## src/rtl/flow_pkg.sv

```systemverilog
// ============================================================================
// Module   : flow_pkg
// Purpose  : Shared opcodes, FSM states, phase constants and control bundles
//            for the flow sequencer.
// Revision : 1.0 - initial release
// ============================================================================
`default_nettype none

package flow_pkg;

  localparam int OPW = 3;

  localparam logic [OPW-1:0] OP_NOP  = 3'b000;
  localparam logic [OPW-1:0] OP_JST  = 3'b001;
  localparam logic [OPW-1:0] OP_JTR  = 3'b010;
  localparam logic [OPW-1:0] OP_BSTK = 3'b011;
  localparam logic [OPW-1:0] OP_CALL = 3'b100;
  localparam logic [OPW-1:0] OP_WR   = 3'b101;
  localparam logic [OPW-1:0] OP_HALT = 3'b110;

  localparam logic T    = 1'b0;
  localparam logic E    = 1'b1;
  localparam logic EVEN = 1'b0;
  localparam logic ODD  = 1'b1;

  typedef enum logic [1:0] {
    ST_START = 2'd0,
    ST_OPC   = 2'd1,
    ST_OPR   = 2'd2,
    ST_HALT  = 2'd3
  } state_e;

  typedef struct packed {
    logic en_pc;
    logic en_ra;
    logic en_addr_hi;
    logic en_addr_lo;
    logic mux_ra;
    logic mux_pc_a1;
    logic mux_pc_a2;
    logic mux_offs;
  } b_ctrl_t;

  typedef struct packed {
    logic [1:0] jc;
    logic       mem;
    logic [1:0] n;
  } a_ctrl_t;

  // Both 11x encodings collapse onto HALT so every byte decodes to a known op.
  function automatic logic [OPW-1:0] decode_op(input logic [7:0] byte_in);
    if (byte_in[7:6] == 2'b11) return OP_HALT;
    return byte_in[7:5];
  endfunction

endpackage

`default_nettype wire

```

## src/rtl/flow_sequencer_thread_fsm.sv

```systemverilog
// ============================================================================
// Module   : thread_fsm
// Purpose  : Instruction state machine for one interleaved thread; produces
//            its B-phase strobes and the A-phase controls from its flags.
// Revision : 1.0 - initial release
// ============================================================================
`default_nettype none

module thread_fsm
  import flow_pkg::*;
(
  input  logic       clk,
  input  logic       reset,
  input  logic       i_b_active,
  input  logic [7:0] i_data,
  output logic [1:0] o_state,
  output b_ctrl_t    o_b,
  output a_ctrl_t    o_a
);

  state_e     state_q, state_d;
  logic [7:0] op_q, op_d;
  logic       retire_q, retire_d;
  logic       wr_pend_q, wr_pend_d;
  logic       call_pend_q, call_pend_d;
  logic [OPW-1:0] w_op_in;
  logic [OPW-1:0] w_op_lat;
  logic       unused_op_bits;

  assign w_op_in        = decode_op(i_data);
  assign w_op_lat       = decode_op(op_q);
  assign unused_op_bits = ^op_q[3:2];

  always_ff @(posedge clk or posedge reset) begin
    if (reset) begin
      state_q     <= ST_START;
      op_q        <= '0;
      retire_q    <= 1'b0;
      wr_pend_q   <= 1'b0;
      call_pend_q <= 1'b0;
    end else begin
      state_q     <= state_d;
      op_q        <= op_d;
      retire_q    <= retire_d;
      wr_pend_q   <= wr_pend_d;
      call_pend_q <= call_pend_d;
    end
  end

  // Flags default to clear: set only by a B phase, consumed by the next A phase.
  always_comb begin
    state_d     = state_q;
    op_d        = op_q;
    retire_d    = 1'b0;
    wr_pend_d   = 1'b0;
    call_pend_d = 1'b0;
    o_b         = '0;
    case (state_q)
      ST_START: begin
        if (i_b_active) state_d = ST_OPC;
      end
      ST_OPC: begin
        if (w_op_in == OP_HALT) begin
          if (i_b_active) state_d = ST_HALT;
        end else if (w_op_in == OP_NOP || w_op_in == OP_WR) begin
          o_b.en_pc = 1'b1;
          if (i_b_active) begin
            retire_d  = 1'b1;
            wr_pend_d = (w_op_in == OP_WR);
          end
        end else begin
          o_b.en_pc = 1'b1;
          if (i_b_active) begin
            op_d    = i_data;
            state_d = ST_OPR;
          end
        end
      end
      ST_OPR: begin
        case (w_op_lat)
          OP_JST, OP_JTR: begin
            o_b.en_pc      = 1'b1;
            o_b.en_addr_hi = 1'b1;
            o_b.en_addr_lo = 1'b1;
            o_b.mux_pc_a2  = 1'b1;
            o_b.en_ra      = 1'b1;
            o_b.mux_offs   = (w_op_lat == OP_JST);
          end
          OP_BSTK: begin
            o_b.en_pc     = 1'b1;
            o_b.mux_pc_a1 = 1'b1;
            o_b.mux_pc_a2 = 1'b1;
            o_b.mux_offs  = op_q[4];
          end
          OP_CALL: begin
            o_b.en_pc    = 1'b1;
            o_b.en_ra    = 1'b1;
            o_b.mux_ra   = 1'b1;
            o_b.mux_offs = op_q[4];
            if (i_b_active) call_pend_d = 1'b1;
          end
          default: ;
        endcase
        if (i_b_active) begin
          retire_d = 1'b1;
          state_d  = ST_OPC;
        end
      end
      default: ;
    endcase
  end

  always_comb begin
    o_a.n   = op_q[1:0];
    o_a.mem = wr_pend_q;
    if (call_pend_q)
      o_a.jc = 2'b11;
    else if (state_q == ST_OPR && (w_op_lat == OP_JST || w_op_lat == OP_JTR))
      o_a.jc = 2'b10;
    else if (retire_q)
      o_a.jc = 2'b00;
    else
      o_a.jc = 2'b01;
  end

  assign o_state = state_q;

endmodule

`default_nettype wire

```

## src/rtl/flow_sequencer.sv

```systemverilog
// ============================================================================
// Module   : flow_sequencer
// Purpose  : Phase generator and per-phase output mux for two interleaved
//            thread state machines (T, E) feeding program_flow.
// Revision : 1.0 - initial release
// ============================================================================
`default_nettype none

module flow_sequencer
  import flow_pkg::*;
(
  input  logic       clk,
  input  logic       reset,
  input  logic [7:0] in_data,
  output logic       cycle,
  output logic [1:0] n,
  output logic [1:0] mux_JC,
  output logic       mux_mem,
  output logic       en_pc,
  output logic       en_ra,
  output logic       en_addr_hi,
  output logic       en_addr_lo,
  output logic       mux_RA,
  output logic       mux_pc_a1,
  output logic       mux_pc_a2,
  output logic       mux_offs,
  output logic       halted_T,
  output logic       halted_E,
  output logic [1:0] db_state_T,
  output logic [1:0] db_state_E
);

  logic    cycle_q, cycle_d;
  b_ctrl_t w_b_t, w_b_e, w_b;
  a_ctrl_t w_a_t, w_a_e, w_a;

  always_ff @(posedge clk or posedge reset) begin
    if (reset) cycle_q <= EVEN;
    else       cycle_q <= cycle_d;
  end

  always_comb begin
    cycle_d = ~cycle_q;
  end

  // Thread T owns A when cycle is EVEN, so it owns B when cycle is ODD.
  thread_fsm u_thread_t (
    .clk        (clk),
    .reset      (reset),
    .i_b_active (cycle_q == ODD),
    .i_data     (in_data),
    .o_state    (db_state_T),
    .o_b        (w_b_t),
    .o_a        (w_a_t)
  );

  thread_fsm u_thread_e (
    .clk        (clk),
    .reset      (reset),
    .i_b_active (cycle_q == EVEN),
    .i_data     (in_data),
    .o_state    (db_state_E),
    .o_b        (w_b_e),
    .o_a        (w_a_e)
  );

  assign w_b = (cycle_q == ODD) ? w_b_t : w_b_e;
  assign w_a = (cycle_q == ODD) ? w_a_e : w_a_t;

  assign cycle      = cycle_q;
  assign n          = w_a.n;
  assign mux_JC     = w_a.jc;
  assign mux_mem    = w_a.mem;
  assign en_pc      = w_b.en_pc;
  assign en_ra      = w_b.en_ra;
  assign en_addr_hi = w_b.en_addr_hi;
  assign en_addr_lo = w_b.en_addr_lo;
  assign mux_RA     = w_b.mux_ra;
  assign mux_pc_a1  = w_b.mux_pc_a1;
  assign mux_pc_a2  = w_b.mux_pc_a2;
  assign mux_offs   = w_b.mux_offs;
  assign halted_T   = (db_state_T == ST_HALT);
  assign halted_E   = (db_state_E == ST_HALT);

endmodule

`default_nettype wire

```

## config.mk

```make
export PLATFORM = sky130hd
export DESIGN_NAME = flow_sequencer
export DESIGN_NICKNAME = d
export VERILOG_FILES = /design/src/rtl/flow_pkg.sv /design/src/rtl/flow_sequencer_thread_fsm.sv /design/src/rtl/flow_sequencer.sv
export SDC_FILE = /design/constraint.sdc
export NUM_CORES = 1
export LEC_CHECK = 0
export CAP_MARGIN = 20
export CELL_PAD_IN_SITES_DETAIL_PLACEMENT = 0
export CELL_PAD_IN_SITES_GLOBAL_PLACEMENT = 1
export CORE_MARGIN = 10
export CORE_UTILIZATION = 39
export DETAILED_ROUTE_END_ITERATION = 16
export GPL_TIMING_DRIVEN = 0
export PLACE_DENSITY = 0.82
export SYNTH_ARGS = -nofsm -noshare
export SYNTH_HDL_FRONTEND = slang
export SYNTH_SLANG_ARGS = --single-unit
```

## constraint.sdc

```tcl
create_clock -name clk -period 1.9 [get_ports clk]
set_clock_uncertainty 0.15 [all_clocks]
set_input_delay 0.38 -clock clk [delete_from_list [all_inputs] [get_ports clk]]
set_output_delay 0.38 -clock clk [all_outputs]
set_load 0.1 [all_outputs]
```

==> metrics.md <==
| Metric | Value |
|---|---|
| Ys Warns | `0` |
| Library cells used by synthesis | `40` |
| Max Cap Viol | `0` |
| Post-Route WL | `roughly 4.4 mm` |
| Post-Syn Nets | `between 150 and 200` |
| Largest net degree at the start of global routing | `24` |
| Placeable core area | `~3700 um^2` |
| First-pass GRT wire length | `7.29 mm` |
| Die H | `roughly 80 um` |
| Final hold vios | `0` |
| CTS H-tree depth | `1` |
| Final WS setup | `-0.392 ns` |
| Via count | `1393` |
| Final instance area | `~2600 um^2` |
| Share of post-route cells with drive strength above 1 | `0.567` |
| Final hold slack | `about 0.24 ns` |
| Outcome | `complete, but fails checks` |
| Hold Path Class | `input port to register` |
| Iteration-0 DRC Markers | `approximately 130` |
| Crit path max fanout | `4` |
| I/O pin count | `30` |
| Clock buffer depth | `2` |
| Fmax | `436 MHz` |
| Ys async rst share | `1.00` |
| Initial Util | `0.409` |
| WS Path Type | `register to primary output` |
| Total grt overflow | `0` |
| Routed len/inst | `around 17 um` |
| CTS Hold Buffers Added | `0` |
| Cells after Synth | `around 160` |
| Hpwl dp | `between 2 and 3 mm` |
| Final setup viols | `16` |
| Nets | `roughly 220` |
| Commonest cells after routing, fill and taps aside | `20 x buf_4, 17 x buf_12, 16 x dfrtp_1, 11 x mux2_2, 8 x nand2_1` |
| Placed Area | `2140 um^2` |
| Mean Syn Cell Area | `9.81 um^2` |
| Netlist Area Pre-Place | `roughly 1500 um^2` |
| Fin crit share | `1.21` |
| Slew Limit Fails | `0` |
| GR Util All Layers | `0.134` |
| Violated checks | `setup timing` |
| Clock slew at reported path FFs | `0.08 ns` |
| Full die area | `slightly below 7000 um^2` |
| DRT Pass-1 Iters | `4` |
| Placed cells | `229` |
| Area Overhead vs Synth | `69.6%` |
| Leading cell type in the layout, fill and taps excluded | `buf_4` |
| Slew @ Worst Pin | `just under 1 ns` |
| Die span in x | `between 80 and 90 um` |
| Rows | `22` |
| IO buf count | `26` |
| Fin crit period | `2.29 ns` |
| Unrepaired setup endpoints after global routing | `yes` |
| CTS tree | `built` |
| Root buf cell | `clkbuf_8` |
| CTS buffer count | `3` |
| Vias in the first global route | `~1500` |
| Sequential element share of the synthesized area | `0.379` |
| Residual DRC | `0` |
| Kind of start point of the critical path | `register` |
| Rel. slew slack | `0.346` |
| Clk_lat worst skew | `0.27 ns` |
| Required @ worst endpoint | `around 1.4 ns` |
| Number of synthesized flops with an enable pin | `0` |
| Via density | `between 5 and 6` |
| Flops & latches, synth | `23` |
| GP Congestion | `between 0.7 and 0.8` |
| Clk sinks | `23` |
| Fill count | `~280` |
| Fin Setup TNS | `-4.44 ns` |
| CP arrival | `about 1.8 ns` |
| Worst Setup End Kind | `primary output` |
| Initial antenna violation count | `0` |
| Main synth FF type | `dfrtp_1` |
| Post-Layout Cell Count | `~250` |
| Detail Route Antenna Nets | `0` |
| ANT cells | `0` |
[worst max-delay path, stage by stage (launching register included)]
cell,delay [ns]
dfrtp_4,0.51
inv_4,0.07
ha_4,0.16
nor2b_4,0.19
nand2_4,0.08
o21ai_4,0.19
buf_12,0.13
buf_12,0.16
[final cells by class]
type	instances	area, um^2	area share
plain buffers	8	98.8	0.0383
clock buffers	3	41.3	0.0160
clock inverters	1	7.51	0.00291
inverters	9	38.8	0.0150
multi-input cells	112	1170	0.453
flip-flops and latches	23	597	0.231
well taps	48	60.1	0.0233
repair buffers	47	568	0.220
[cells in the mapped netlist, types with 2 or more instances]
| cell | n | share of area |
|---|---|---|
| or3_1 | 3 | 0.012 |
| nor3_1 | 3 | 0.0099 |
| a211o_1 | 3 | 0.017 |
| nand2_1 | 12 | 0.030 |
| o32ai_1 | 2 | 0.012 |
| o21bai_1 | 2 | 0.0099 |
| mux2_2 | 14 | 0.10 |
| xor2_1 | 3 | 0.017 |
| nor2b_1 | 7 | 0.029 |
| o21ai_0 | 12 | 0.040 |
| inv_1 | 9 | 0.022 |
| nand3_1 | 3 | 0.0099 |
| nor4bb_1 | 2 | 0.013 |
| a32oi_1 | 3 | 0.017 |
| dfrtp_1 | 23 | 0.38 |
| buf_2 | 5 | 0.016 |
| nor2_1 | 5 | 0.012 |
| nand2b_1 | 3 | 0.012 |
| a21oi_1 | 7 | 0.023 |
| nor3b_1 | 3 | 0.015 |
| ha_1 | 8 | 0.066 |
| clkbuf_1 | 4 | 0.0099 |
| nand4_2 | 2 | 0.016 |
[per-stage QoR]
step / setup WS, ns / util
global route: -0.452 / 0.694
floorplan: -0.633 / -
detailed placement: -1.39 / 0.576
finish: -0.392 / 0.694
CTS: -0.392 / 0.676
global placement: -1.36 / 0.576
[state kept, by name, indices dropped and copies added (netlist names)]
name / cells
u_thread_t.wr_pend_q: 1
u_thread_t.op_q: 6
u_thread_e.call_pend_q: 1
cycle: 1
u_thread_t.o_state: 2
u_thread_e.wr_pend_q: 1
u_thread_e.o_state: 2
u_thread_t.retire_q: 1
u_thread_e.op_q: 6
u_thread_t.call_pend_q: 1
u_thread_e.retire_q: 1
[path summary, 6_finish.rpt]
kind / slack [ns] / end / startpoint / cells past startpoint
hold reg to reg: 0.37 / u_thread_e.op_q[1] / u_thread_e.op_q[1] / 1
max in group asynchronous: 0.51 / u_thread_t.o_state[0] / reset / 2
hold / removal: 0.24 / u_thread_t.wr_pend_q / in_data[7] / 3
setup / recovery: -0.39 / en_addr_lo / u_thread_t.o_state[0] / 7
setup reg to reg: -0.01 / u_thread_t.o_state[0] / u_thread_t.o_state[0] / 4
min in group asynchronous: 0.44 / u_thread_e.o_state[1] / reset / 2
[kinds of logic after synthesis]
group / count (synthesis) / share of synthesized area
and+or+nand+nor: 46 / 0.176
AOI/OAI and AO/OA: 40 / 0.187
DFF: 23 / 0.379
buffers and inverters: 20 / 0.0609
muxes: 14 / 0.104
adders and majority gates: 8 / 0.0658
xor gates and xnor gates: 4 / 0.0280
[per-layer routing]
metal  wire length (um)  global-route usage
met5                  0                   0
met1               1860               0.166
met3                188              0.0292
met4                 22              0.0204
met2               2290               0.237
[repair_timing]
action	in CTS	in global routing
gates resized for setup	165	11
setup endpoints to repair	32	30
buffers inserted	18	3
endpoints found under the hold margin	0	0
pin swaps	5	4
Power is not shown: default switching activity piles up to over one toggle a cycle in this logic, so the estimate is an artifact.
